===== src/rtl/mc_sequencer.sv =====
// mc_sequencer: multi-cycle control sequencer for the decode-centred CPU datapath.
// Steps each instruction through FETCH, DECODE, EXEC, MEM and WB. It generates the
// per-cycle write strobes and the next-PC select. It stalls on the shared memory's
// ready signal, counts retired instructions, and traps on an illegal opcode.
//
// Ports:
//   clk       - clock, rising edge
//   clr       - synchronous active-high reset; forces every strobe low while high
//   op        - opcode field of the latched IR
//   rsrtequ   - register-file compare result (qa == qb)
//   mem_ready - shared memory access completes this cycle
//   mem_req   - memory access request
//   mem_we    - memory write strobe (valid with mem_req)
//   addr_sel  - memory address select: 0 = PC, 1 = ALU result
//   ir_we     - instruction register load
//   pc_we     - PC register write
//   pcsource  - next-PC select: 00 = pc4, 01 = bpc, 11 = jpc
//   reg_we    - register-file write enable
//   state     - current state code
//   trap      - sticky illegal-opcode flag
//   instret   - retired-instruction count, wraps silently
//
// state  | meaning
// FETCH  | read instruction at PC, wait for mem_ready, load IR and PC <= pc4
// DECODE | resolve J/BEQ/BNE (retire here), dispatch others, trap illegal op
// EXEC   | ALU cycle, no strobes
// MEM    | data access at ALU address, wait for mem_ready; SW retires here
// WB     | one-cycle register write, retire
// TRAP   | absorbing after an illegal opcode; only clr leaves
module mc_sequencer #(
    parameter int         CNT_W   = 32,
    parameter logic [5:0] OP_R    = 6'b000000,
    parameter logic [5:0] OP_ADDI = 6'b000001,
    parameter logic [5:0] OP_LW   = 6'b000010,
    parameter logic [5:0] OP_SW   = 6'b000011,
    parameter logic [5:0] OP_BEQ  = 6'b000100,
    parameter logic [5:0] OP_BNE  = 6'b000101,
    parameter logic [5:0] OP_J    = 6'b000110
) (
    input  logic             clk,
    input  logic             clr,
    input  logic [5:0]       op,
    input  logic             rsrtequ,
    input  logic             mem_ready,
    output logic             mem_req,
    output logic             mem_we,
    output logic             addr_sel,
    output logic             ir_we,
    output logic             pc_we,
    output logic [1:0]       pcsource,
    output logic             reg_we,
    output logic [2:0]       state,
    output logic             trap,
    output logic [CNT_W-1:0] instret
);

    typedef enum logic [2:0] {
        S_FETCH  = 3'd0,
        S_DECODE = 3'd1,
        S_EXEC   = 3'd2,
        S_MEM    = 3'd3,
        S_WB     = 3'd4,
        S_RSV5   = 3'd5,
        S_RSV6   = 3'd6,
        S_TRAP   = 3'd7
    } state_t;

    state_t state_q;
    state_t state_nxt;
    logic   trap_set;
    logic   retire;
    logic   br_taken;

    always_ff @(posedge clk) begin
        if (clr) begin
            state_q <= S_FETCH;
            trap    <= 1'b0;
            instret <= '0;
        end else begin
            state_q <= state_nxt;
            if (trap_set) begin
                trap <= 1'b1;
            end
            if (retire) begin
                instret <= instret + CNT_W'(1);
            end
        end
    end

    always_comb begin
        state_nxt = state_q;
        mem_req   = 1'b0;
        mem_we    = 1'b0;
        addr_sel  = 1'b0;
        ir_we     = 1'b0;
        pc_we     = 1'b0;
        pcsource  = 2'b00;
        reg_we    = 1'b0;
        trap_set  = 1'b0;
        retire    = 1'b0;
        br_taken  = (op == OP_BEQ) ? rsrtequ : !rsrtequ;

        case (state_q)
            S_FETCH: begin
                mem_req = 1'b1;
                if (mem_ready) begin
                    ir_we     = 1'b1;
                    pc_we     = 1'b1;
                    state_nxt = S_DECODE;
                end
            end
            S_DECODE: begin
                case (op)
                    OP_J: begin
                        pc_we     = 1'b1;
                        pcsource  = 2'b11;
                        retire    = 1'b1;
                        state_nxt = S_FETCH;
                    end
                    OP_BEQ, OP_BNE: begin
                        if (br_taken) begin
                            pc_we    = 1'b1;
                            pcsource = 2'b01;
                        end
                        retire    = 1'b1;
                        state_nxt = S_FETCH;
                    end
                    OP_R, OP_ADDI, OP_LW, OP_SW: begin
                        state_nxt = S_EXEC;
                    end
                    default: begin
                        trap_set  = 1'b1;
                        state_nxt = S_TRAP;
                    end
                endcase
            end
            S_EXEC: begin
                state_nxt = (op == OP_LW || op == OP_SW) ? S_MEM : S_WB;
            end
            S_MEM: begin
                mem_req  = 1'b1;
                addr_sel = 1'b1;
                mem_we   = (op == OP_SW);
                if (mem_ready) begin
                    if (op == OP_SW) begin
                        retire    = 1'b1;
                        state_nxt = S_FETCH;
                    end else begin
                        state_nxt = S_WB;
                    end
                end
            end
            S_WB: begin
                reg_we    = 1'b1;
                retire    = 1'b1;
                state_nxt = S_FETCH;
            end
            S_TRAP: begin
                state_nxt = S_TRAP;
            end
            default: begin
                state_nxt = S_FETCH;
            end
        endcase

        // Reset abandons the current instruction: nothing may write on the reset edge.
        if (clr) begin
            mem_req  = 1'b0;
            mem_we   = 1'b0;
            addr_sel = 1'b0;
            ir_we    = 1'b0;
            pc_we    = 1'b0;
            pcsource = 2'b00;
            reg_we   = 1'b0;
            trap_set = 1'b0;
            retire   = 1'b0;
        end
    end

    assign state = state_q;

endmodule


===== config.mk =====
export PLATFORM = sky130hd
export DESIGN_NAME = mc_sequencer
export DESIGN_NICKNAME = d
export VERILOG_FILES = /design/src/rtl/mc_sequencer.sv
export SDC_FILE = /design/constraint.sdc
export NUM_CORES = 1
export LEC_CHECK = 0
export ABC_CLOCK_PERIOD_IN_PS = 2500
export CAP_MARGIN = 0
export CORE_MARGIN = 4
export CORE_UTILIZATION = 45
export CTS_CLUSTER_DIAMETER = 100
export DETAILED_ROUTE_END_ITERATION = 6
export PLACE_DENSITY = 0.75
export SYNTH_ARGS = -nofsm -noshare
export SYNTH_HDL_FRONTEND = slang
export SYNTH_SLANG_ARGS = --single-unit

===== constraint.sdc =====
create_clock -name clk -period 2.5 [get_ports clk]
set_clock_uncertainty 0.2 [all_clocks]
set_input_delay 0.625 -clock clk [delete_from_list [all_inputs] [get_ports clk]]
set_output_delay 0.625 -clock clk [all_outputs]
set_load 0.005 [all_outputs]

==> impl_metrics.toml <==
[logic_synthesis]
synth-edff-count = 0
synth_seq_cells = 36
yosysTopAreaCell = "dfxtp_1"
yosys-top-cells-area = "dfxtp_1, xnor2_1, nor2_1"
synth_fp_nets = 257
syn_area_per_cell_um2 = 8.35
netlist_area_um2 = 2050
yosysSeqAreaShare_pct = 35.1
yosysWarnings = 0
ys_async_sr_fraction_pct = 0
synth_most_common_cell = "dfxtp_1"
netlist_instances = 246
synth_top_area_share_pct = 35.1
ys_top_cells_by_count = "dfxtp_1, nor2_1, a21oi_1, o21ai_0, nand2_1"
ys.flop_type = "dfxtp_1"
yosysUniqueCellTypes = 46

[drt]
dr_wl_met2_um = 2940
drtAntennaViolNets = 0
drt-initial-drc-count = 118
drcViolationCount = 0
wl_per_cell_um = 15.7
drt_pass1_iterations = 5
vias = 2207
wl_um = 5960
wl_met3_um = 330
topRoutingLayerUsed = "met4"
wl_met1_um = 2610
vias_per_cell = 5.82

[timing]
period_share_pct = 100
relSlewSlack_pct = 76.9
period_minus_slack_ns = 2.50
finalSetupViolations = 0
holdWs_ns = 0.279
rsz0062_at_grt = "true"
max_clock_freq_mhz = 400
final-max-slew-violation-count = 0
tightest_slew_ns = 0.345
timing.final.hold_violations = 0

[layout]
fin_util_pct = 69.0
fill_cells = 368
area_growth_pct = 47.2
n_antenna_cell = 0
drive_above_1_share_pct = 22.0
layout.nets = 337
final_cell_count_no_fill = 379

[clocking]
clockRootBuffer = "clkbuf_8"
clk_path_buf_depth = 2
numClockSinks = 36
cts_tree = "yes"
hold_buffers = 0
cts_made_buffers = 5
insertion_delay_ns = 0.29
htree_levels = 2
clkTransAtPathRegs_ns = 0.06

[power]
fin_total_pwr_mw = 1.39
p_leak_nw = 1.04
max-vdd-ir-drop_uv = 244
pwr_density_cell_nw_per_um2 = 459

[global_route]
grt_max_degree = 29
track_usage_pct = 20.6
antenna_found_initial = 0
grt_remaining_overflow = 0
grt_pass1_wl_um = 9250
grt_pass1_vias = 2032

[floorplan]
coreArea_um2 = 4380
initial_core_util_pct = 46.9
die_height_um = 75.6
ioPinCount = 54
die_area_um2 = 5710
row_count = 24
fp.dieW_um = 75.6

[worst_setup_path]
arrival_ns = 1.67
path_class = "in -> out"
critical_path_peak_fanout = 2
cp.required_ns = 1.67
endpoint_kind = "output pin"
crit_path_start_kind = "input pin"

[place]
dpl.cell_count = 365
port_buffers = 53
dpl.hpwl_um = 4000
gp_congestion = 0.842

[run_status]
status = "completed"

[job]
max_cap_viol_count = 0

[min_path]
hold_path_class = "reg -> reg"
cells in the final DEF (no fill, tap or decap), types with 6 or more instances in the layout:
cell type        synthesis  final
a21oi_1                 17     16
nor2_1                  30     30
o21ai_0                 17     17
nand2_1                 16     15
and4_1                   7      7
nand4_1                  9      9
dfxtp_1                 36     35
buf_4                    0     29
clkdlybuf4s50_1          0     39
or3_1                   12     12
nand3_1                  8      8
dlygate4sd2_1            0      6
xnor2_1                 14     14
layer usage:
metal  up-vias  track usage (%)
met4         0             6.41
li1       1073                -
met3         9             3.30
met1      1040             27.6
met5         -                0
met2        85             34.0
flip-flops by register name, indices dropped and copies added (netlist names):
register and cells:
instret 32, state 3, trap 1
report_power, final:
group          internal, mW  switching [mW]  total, mW
Combinational         0.139           0.151      0.290
Sequential            0.585          0.0107      0.596
Clock                 0.296           0.207      0.503
cell type report:
type,instances,area (um2),share of cell area (%)
Inverter,3,11.3,0.372
Sequential cell,36,722,23.9
Timing Repair Buffer,84,744,24.6
Tap cell,52,65.1,2.15
Multi-Input combinational cell,196,1370,45.4
Clock buffer,6,72.6,2.40
Clock inverter,2,35.0,1.16
cells by family after synthesis:
family | Yosys count | synth area share (%)
and+or+nand+nor | 111 | 29.5
muxes | 4 | 2.13
AOI/OAI and AO/OA | 61 | 21.3
buffers and inverters | 15 | 3.71
adders and majority gates | 1 | 0.609
DFF | 36 | 35.1
xor gates and xnor gates | 18 | 7.67
critical path, stage by stage:
cell and delay [ns]:
clkdlybuf4s50_1 0.39, nor2_1 0.11, xor2_1 0.15, nor2_1 0.06, or2_4 0.22, buf_6 0.11
stage by stage:
step | instance area, um2 | setup slack (ns) | TNS [ns]
after detailed placement | 2780 | -0.550 | -12.30
after floorplan | 2050 | 0.139 | 0
after CTS | 2930 | -0.183 | -0.183
after global placement | 2780 | -0.484 | -10.54
after global routing | 3020 | -0.0643 | -0.227
final | 3020 | 0.00125 | 0
what timing repair did:
action / CTS / global route
endpoints found under the setup margin: 22 / 27
endpoints found under the hold margin: 0 / 0
buffers inserted: 3 / 2
resized for setup: 28 / 23
pin swaps: 7 / 8
cloned: 0 / 1
worst paths after layout:
kind / start / end / slack [ns] / cells after the start
min: trap / trap / 0.28 / 2
min reg2reg: trap / trap / 0.28 / 2
max: rsrtequ / pc_we / 0.001 / 6
max reg2reg: state[1] / instret[31] / 0.05 / 7
Power figures use the tool's default switching activity.
